**src/rtl/ternary_nn_pkg.sv**
```systemverilog
// Shared types and constants for the ternary neuron datapath.
// Activation encodings, accumulate FSM states and a width helper.
package ternary_nn_pkg;

    localparam logic [1:0] ACT_POS  = 2'b01;
    localparam logic [1:0] ACT_ZERO = 2'b00;
    localparam logic [1:0] ACT_NEG  = 2'b11;

    typedef enum logic {
        ACC = 1'b0,
        OUT = 1'b1
    } state_e;

    // Ceiling log2, never below 1 so a single-chunk counter still has a bit.
    function automatic int clog2(input int n);
        int r;
        int v;
        r = 0;
        v = n - 1;
        while (v > 0) begin
            r = r + 1;
            v = v >> 1;
        end
        return (r < 1) ? 1 : r;
    endfunction

endpackage

```
**src/rtl/ternary_neuron_accum_thresh.sv**
```systemverilog
// Combinational ternary threshold compare.
// The +1 test wins whenever both thresholds are satisfied.
module ternary_thresh
    import ternary_nn_pkg::*;
#(
    parameter int THR_W = 9
) (
    input  logic signed [THR_W-1:0] sum,
    input  logic signed [THR_W-1:0] thr_hi,
    input  logic signed [THR_W-1:0] thr_lo,
    output logic        [1:0]       act
);

    // Ordered compare: upper threshold first, then lower.
    always_comb begin
        act = ACT_ZERO;
        if (sum >= thr_hi) begin
            act = ACT_POS;
        end else if (sum <= thr_lo) begin
            act = ACT_NEG;
        end
    end

endmodule

```
**src/rtl/ternary_neuron_accum.sv**
```systemverilog
// Accumulate-and-threshold stage after the chunk popcount units.
// Sums CHUNKS (pos,neg) pairs and emits one ternary activation.
module ternary_neuron_accum
    import ternary_nn_pkg::*;
#(
    parameter int CHUNKS = 4,
    parameter int CNT_W  = 5,
    parameter int ACC_W  = 8,
    parameter int THR_W  = 9
) (
    input  logic                    clk,
    input  logic                    rst,
    input  logic                    in_valid,
    output logic                    in_ready,
    input  logic        [CNT_W-1:0] pos_cnt,
    input  logic        [CNT_W-1:0] neg_cnt,
    input  logic signed [THR_W-1:0] thr_hi,
    input  logic signed [THR_W-1:0] thr_lo,
    output logic                    out_valid,
    input  logic                    out_ready,
    output logic        [1:0]       out_act,
    output logic signed [THR_W-1:0] out_sum
);

    localparam int IDX_W = clog2(CHUNKS);
    localparam logic [IDX_W-1:0] LAST_IDX = IDX_W'(CHUNKS - 1);

    state_e                  state_q, state_d;
    logic [IDX_W-1:0]        chunk_idx_q, chunk_idx_d;
    logic [ACC_W-1:0]        acc_pos_q, acc_pos_d;
    logic [ACC_W-1:0]        acc_neg_q, acc_neg_d;
    logic                    out_valid_q, out_valid_d;
    logic [1:0]              out_act_q, out_act_d;
    logic signed [THR_W-1:0] out_sum_q, out_sum_d;

    logic [ACC_W-1:0]        pos_tot;
    logic [ACC_W-1:0]        neg_tot;
    logic signed [THR_W-1:0] sum;
    logic [1:0]              act;
    logic                    accept;

    assign pos_tot = acc_pos_q + ACC_W'(pos_cnt);
    assign neg_tot = acc_neg_q + ACC_W'(neg_cnt);
    assign sum = THR_W'($signed({1'b0, pos_tot}) - $signed({1'b0, neg_tot}));

    assign in_ready  = (state_q == ACC);
    assign accept    = in_valid && in_ready;
    assign out_valid = out_valid_q;
    assign out_act   = out_act_q;
    assign out_sum   = out_sum_q;

    ternary_thresh #(
        .THR_W (THR_W)
    ) u_thresh (
        .sum    (sum),
        .thr_hi (thr_hi),
        .thr_lo (thr_lo),
        .act    (act)
    );

    // Next-state: accumulate chunks, capture result on the last, hold until taken.
    always_comb begin
        state_d     = state_q;
        chunk_idx_d = chunk_idx_q;
        acc_pos_d   = acc_pos_q;
        acc_neg_d   = acc_neg_q;
        out_valid_d = out_valid_q;
        out_act_d   = out_act_q;
        out_sum_d   = out_sum_q;
        unique case (state_q)
            ACC: begin
                if (accept) begin
                    if (chunk_idx_q == LAST_IDX) begin
                        chunk_idx_d = '0;
                        acc_pos_d   = '0;
                        acc_neg_d   = '0;
                        out_act_d   = act;
                        out_sum_d   = sum;
                        out_valid_d = 1'b1;
                        state_d     = OUT;
                    end else begin
                        chunk_idx_d = chunk_idx_q + IDX_W'(1);
                        acc_pos_d   = pos_tot;
                        acc_neg_d   = neg_tot;
                    end
                end
            end
            OUT: begin
                if (out_ready) begin
                    out_valid_d = 1'b0;
                    state_d     = ACC;
                end
            end
            default: begin
                state_d = ACC;
            end
        endcase
    end

    // State registers with synchronous reset dominating all inputs.
    always_ff @(posedge clk) begin
        if (rst) begin
            state_q     <= ACC;
            chunk_idx_q <= '0;
            acc_pos_q   <= '0;
            acc_neg_q   <= '0;
            out_valid_q <= 1'b0;
            out_act_q   <= ACT_ZERO;
            out_sum_q   <= '0;
        end else begin
            state_q     <= state_d;
            chunk_idx_q <= chunk_idx_d;
            acc_pos_q   <= acc_pos_d;
            acc_neg_q   <= acc_neg_d;
            out_valid_q <= out_valid_d;
            out_act_q   <= out_act_d;
            out_sum_q   <= out_sum_d;
        end
    end

endmodule

```
**config.mk**
```make
export PLATFORM = sky130hd
export DESIGN_NAME = ternary_neuron_accum
export DESIGN_NICKNAME = d
export VERILOG_FILES = /design/src/rtl/ternary_nn_pkg.sv /design/src/rtl/ternary_neuron_accum_thresh.sv /design/src/rtl/ternary_neuron_accum.sv
export SDC_FILE = /design/constraint.sdc
export NUM_CORES = 1
export LEC_CHECK = 0
export ABC_AREA = 1
export BUFFER_PORTS_ARGS = -buffer_cell sky130_fd_sc_hd__buf_2
export CAP_MARGIN = 20
export CORE_MARGIN = 8
export CORE_UTILIZATION = 55
export CTS_CLUSTER_DIAMETER = 30
export DETAILED_ROUTE_END_ITERATION = 8
export PLACE_DENSITY_LB_ADDON = 0.25
export SYNTH_ARGS = -nofsm -noshare
export SYNTH_HDL_FRONTEND = slang
export SYNTH_SLANG_ARGS = --single-unit
```
**constraint.sdc**
```tcl
create_clock -name clk -period 4.24 [get_ports clk]
set_input_delay 0.212 -clock clk [delete_from_list [all_inputs] [get_ports clk]]
set_output_delay 0.212 -clock clk [all_outputs]
set_load 0.05 [all_outputs]
```
==> metrics.cfg, run 1 <==
[sta]
fin_crit_ps=3797
final-setup-viol-count=0
worstMarginPinSlew_ps=969.0
finalSetupTns_ps=0
rsz0062_at_grt=no
fin_hold_ws_ps=197.0
fin_ws_ps=442.6
slew_headroom=0.3516
fin_skew_ps=2.779
max_freq_mhz=263.3
period_share=0.8956
slew_violations=0
hold_viol_final=0

[power_and_ir_drop]
switching_share=0.4385
seqPwrFrac=0.253
clkPwrFrac=0.184
p_leak_nw=1.527
ir_worst_vdd_mv=0.1867
powerDensity_nw_per_um2=450.5
pwr-share-comb=0.563
p_sw_w=0.0005545
p_int_w=0.0007099
p_total_w=0.001264

[floorplan]
die_h_um=82.86
ios=45
coreArea_um2=4324
start_util=0.5686
die_width_um=82.86
std_cell_rows=24
die_area_um2=6866

[logic_synthesis]
yosys.area.top_type=dfxtp_1
synth_area_per_cell_um2=6.868
synth.ff_latch_count=31
netlist.area_leader.share=0.2524
syn_nets=428
syn-cell-area_um2=2459
ys_top_cells_by_count=nand2_1, inv_1, a21oi_1, ha_1, dfxtp_1
ys_warn_count=0
synth.distinct_cells=26
synth_edf_count=0
synth-async-reset-ratio=0
synth-main-ff-cell=dfxtp_1
synth_area_leaders=dfxtp_1, ha_1, nand2_1
syn_inst=358
yosysMostFrequentCell=nand2_1
synth-seq-area-share=0.2524

[clocking]
worstSkewPairLatency_ps=280
hold_buffers=0
cts_tree=built
cts_buffer_depth=2
clk_pin_slew_ps=60
post_cts_buffers=0
cts-htree-levels=2
ctsResizeCount=0
cts_root_buf=clkbuf_8
clkSinkCount=31
numCtsBuffers=5

[grt]
antenna_found_initial=0
track_usage=0.1652
overflow=0
grt_max_degree=22
grt_pass1_wl_um=9832
grt_pass1_vias=2327

[status]
status=finished, final reports clean

[setup_path]
path_buf_inv=3
path_max_fanout=3
arrival_ps=4020
crit_path_cell_trace=ha_1, inv_1, fa_1, inv_1, fa_1, o21ai_0, nand3_1, nand3_1, nand3_1, nand2_1, inv_1, ha_1, nand2_1, nor2_1, nand3b_1, nand3_1, nand2_1, o211ai_1, nand2_1, o21a_1, nor2_1
critical_path.max_stage_delay_ps=530
crit_path_end_kind=flop
cp-start-kind=flop
critical_path.slowest_cell=fa_1
crit_family=adder cells
crit_required_ps=4460
critPathKind=reg2reg

[placed_design]
dp_slack_ps=486.0
port_buffers=44
hpwl_um=4644
gp_congestion=0.8522

[finish]
multi_input_area_um2=1588
final_nets=473
n_antenna_cell=0
fin_util=0.6490
syn_to_final_growth_pct=14.15
drive_above_1_share=0.1538
fillers=384
regArea_um2=620.6

[drt]
vias=2336
drt_iter0_drc=84
finalWirelength_um=5594
vias_per_cell=5.134
drcViolationCount=0
ant_nets=0
routedWlPerCell_um=12.29
dr.pass1.iters=4

[run]
max-cap-violations=0

[worst_hold_path]
hold_class=in2reg

[cells by family after synthesis]
family | count (synthesis) | synth area share
AO/OA/AOI/OAI | 64 | 0.1394
XOR/XNOR | 11 | 0.03919
adder cells (fa/ha/maj) | 38 | 0.2025
buffers and inverters | 66 | 0.1018
flip-flops | 31 | 0.2524
AND/OR/NAND/NOR | 148 | 0.2646
[per-stage QoR]
stage                     instances  cell area (um^2)
final                           455              2806
after global routing            455              2806
after CTS                       455              2806
after floorplan                 358              2459
after global placement          448              2719
after detailed placement        448              2719
[power by group through the flow]
stage | Combinational (W) | Clock [W] | Sequential (W)
2_1_floorplan | 0.000540 | 0 | 0.000337
3_3_place_gp | 0.000686 | 0 | 0.000325
3_5_place_dp | 0.000711 | 0 | 0.000326
4_1_cts | 0.000714 | 0.000239 | 0.000320
5_1_grt | 0.000827 | 0.000250 | 0.000322
6_report | 0.000712 | 0.000233 | 0.000320
[layer usage]
metal	global-route usage	wire, um	up-vias
met1	0.1801	2506	1033
met4	0.06709	112	0
li1	-	-	1249
met3	0.04199	280	8
met5	0	0	-
met2	0.2949	2695	46
[worst register-to-register path, stage by stage (launching register included)]
cell and delay, ps:
dfxtp_1 330, ha_1 170, inv_1 70, fa_1 530, inv_1 100, fa_1 440, o21ai_0 420, nand3_1 140
nand3_1 110, nand3_1 80, nand2_1 90, inv_1 70, ha_1 300, nand2_1 70, nor2_1 150, nand3b_1 120
nand3_1 100, nand2_1 50, o211ai_1 70, nand2_1 90, o21a_1 180, nor2_1 70
[final cells by class]
| class | instances | area share |
|---|---|---|
| clock buffers | 6 | 0.02942 |
| clock inverters | 1 | 0.001783 |
| inverters | 60 | 0.08025 |
| flip-flops and latches | 31 | 0.2211 |
| well taps | 52 | 0.02318 |
| repair buffers | 44 | 0.07847 |
| multi-input cells | 261 | 0.5658 |
[registers in the layout, indices dropped and copies added (netlist names)]
register     count
out_act          2
acc_neg_q        8
out_valid        1
state_q          1
out_sum          9
acc_pos_q        8
chunk_idx_q      2
[worst paths after layout]
check,startpoint,to,slack (ps),depth (start not counted)
max,acc_neg_q[0],out_act[1],440,21
min,out_ready,state_q,200,4
max reg2reg,acc_neg_q[0],out_act[1],440,21
min reg2reg,out_sum[2],out_sum[2],460,2
[placed cells by master (no fill, tap or decap), types with 2 or more instances in the layout]
cell,n
a21oi_1,42
o21a_1,4
o21ai_0,13
nand3_1,17
xor2_1,9
nor2_1,22
nand4_1,8
fa_1,3
xnor2_1,2
buf_2,44
nand2_1,85
o21bai_1,2
nand3_2,2
nand2_2,7
clkbuf_8,6
nand3b_1,5
dfxtp_1,31
ha_1,35
inv_1,59
Power figures use the tool's default switching activity.
==> run 2: changes to the inputs <==
- BUFFER_PORTS_ARGS: -buffer_cell sky130_fd_sc_hd__buf_2 -> unset
- DONT_BUFFER_PORTS: unset -> 1
==> metrics.cfg, run 2 (synthesis gave the netlist of run 1 again) <==
[finish]
final_nets=431
n_antenna_cell=0
drive_above_1_share=0.05525
syn_to_final_growth_pct=7.125
fillers=417
stdcell_count=414
largest_register_ffs=9
layout_common_cells=nand2_1, inv_1, a21oi_1
layout_commonest_cell=nand2_1

[floorplan]
die_area_um2=6866
die_width_um=82.86
die_h_um=82.86
std_cell_rows=24
start_util=0.5686
ios=45
coreArea_um2=4324

[placed_design]
gp_congestion=0.8550
placedCellCount=405
port_buffers=0
hpwl_um=4354

[clocking]
cts_tree=built
numCtsBuffers=5
cts_buffer_depth=2
clk_pin_slew_ps=70
worstSkewPairLatency_ps=280
clkSinkCount=31
ctsResizeCount=0
cts-htree-levels=2
cts_root_buf=clkbuf_8

[sta]
slew_headroom=0.4425
finalSetupTns_ps=0
final-setup-viol-count=0
rsz0062_at_grt=no
period_share=0.8946
slew_violations=0
fin_skew_ps=7.039
fin_crit_ps=3793
worstMarginPinSlew_ps=833.5
hold_viol_final=0
max_freq_mhz=263.6

[drt]
route.met3.wl_um=451
routedWlPerCell_um=13.11
wl_met2_um=2515
vias=2150
vias_per_cell=5.193
met1_length_um=2396
drt_iter0_drc=131
ant_nets=0
finalWirelength_um=5429
drcViolationCount=0
dr.pass1.iters=4
dr.max_layer_used=met4

[setup_path]
critical_path.slowest_cell=fa_1
critPathKind=reg2reg
cp-start-kind=flop
reg2reg_to=out_act[1]
r2r_slack_ps=450
r2r-start=acc_pos_q[0]
ff2ff_path_depth=20
path_max_fanout=3
arrival_ps=4010
crit_required_ps=4450
critical_path.max_stage_delay_ps=540
crit_path_cell_trace=ha_1, fa_1, inv_1, fa_1, o21ai_0, nand3_1, nand3_1, nand3_1, nand2_1, inv_1, ha_1, nand2_1, nor2_1, nand3b_1, nand3_1, nand2_1, o211ai_1, nand2_1, o21a_1, nor2_1
crit_path_end_kind=flop

[grt]
track_usage=0.1539
grt_pass1_vias=1991
grt_max_degree=21
overflow=0
grt_pass1_wl_um=8956
antenna_found_initial=0

[power_and_ir_drop]
ir_worst_vdd_mv=0.2100
powerDensity_nw_per_um2=499.1
p_leak_nw=1.360

[status]
status=finished, final reports clean

[worst_hold_path]
min-delay-start=out_ready
min_to=state_q
whs_path_depth=3
hold_class=in2reg

[run]
max-cap-violations=0

[run 2: cell types whose count changed in the layout (fill, tap and decap cells not counted)]
cell,delta
buf_2,-44
buf_4,+1
bufinv_16,+1
dlygate4sd3_1,+1
[run 2: final cells by class]
cell class                 instances  area (um^2)  share of cell area
inverter                          60        225.2             0.08551
sequential                        31        620.6              0.2356
clock inverter                     2        35.03             0.01330
multi-input combinational        261         1588              0.6028
timing repair buffer               2        17.52            0.006651
clock buffer                       6        82.58             0.03135
tap                               52        65.06             0.02470
[run 2: worst max-delay path, delay by kind of cell (launching register included)]
family	cells	cell delay [ps]
AO/OA/AOI/OAI	3	680
adder cells (fa/ha/maj)	4	1500
buffers and inverters	2	150
flip-flops	1	320
AND/OR/NAND/NOR	11	1060
[run 2: how the worst max path moves through the flow]
stage            endpoint  cells after the start          from  slack [ps]
2_1_floorplan  out_act[0]                     21  acc_pos_q[0]         910
3_3_place_gp   out_act[0]                     22  acc_neg_q[0]         570
3_5_place_dp   out_act[1]                     17  acc_pos_q[0]         470
4_1_cts        out_act[1]                     17  acc_pos_q[0]         440
5_1_grt        out_act[1]                     25  acc_neg_q[0]         100
6_report       out_act[1]                     20  acc_pos_q[0]         450
[run 2: routing by layer]
metal  vias to the layer above  global-route usage
li1                       1166                   -
met1                       918              0.1681
met2                        61              0.2603
met3                         5             0.06641
met4                         0             0.04952
met5                         -                   0
[run 2: stage by stage]
stage               instance area [um^2]  setup WS, ps    util  hold WS, ps   power, W
floorplan                           2459         907.7       -        383.6  0.0008777
global placement                    2506         571.1  0.5796        283.9  0.0009933
detailed placement                  2506         474.5  0.5796        286.9   0.001012
CTS                                 2634         441.7  0.6091        92.60   0.001323
global route                        2634         104.2  0.6091        139.2   0.001444
finish                              2634         447.0  0.6091        102.1   0.001314
[run 2: power breakdown]
part | switching, W | total [W] | internal, W
Sequential | 0.0000246 | 0.000334 | 0.000309
Clock | 0.000113 | 0.000303 | 0.000190
Combinational | 0.000413 | 0.000678 | 0.000264
[run 2: repair_timing]
action,in CTS,in global routing
endpoints found under the hold margin,20,0
hold buffers,1,0
setup buffers,0,0
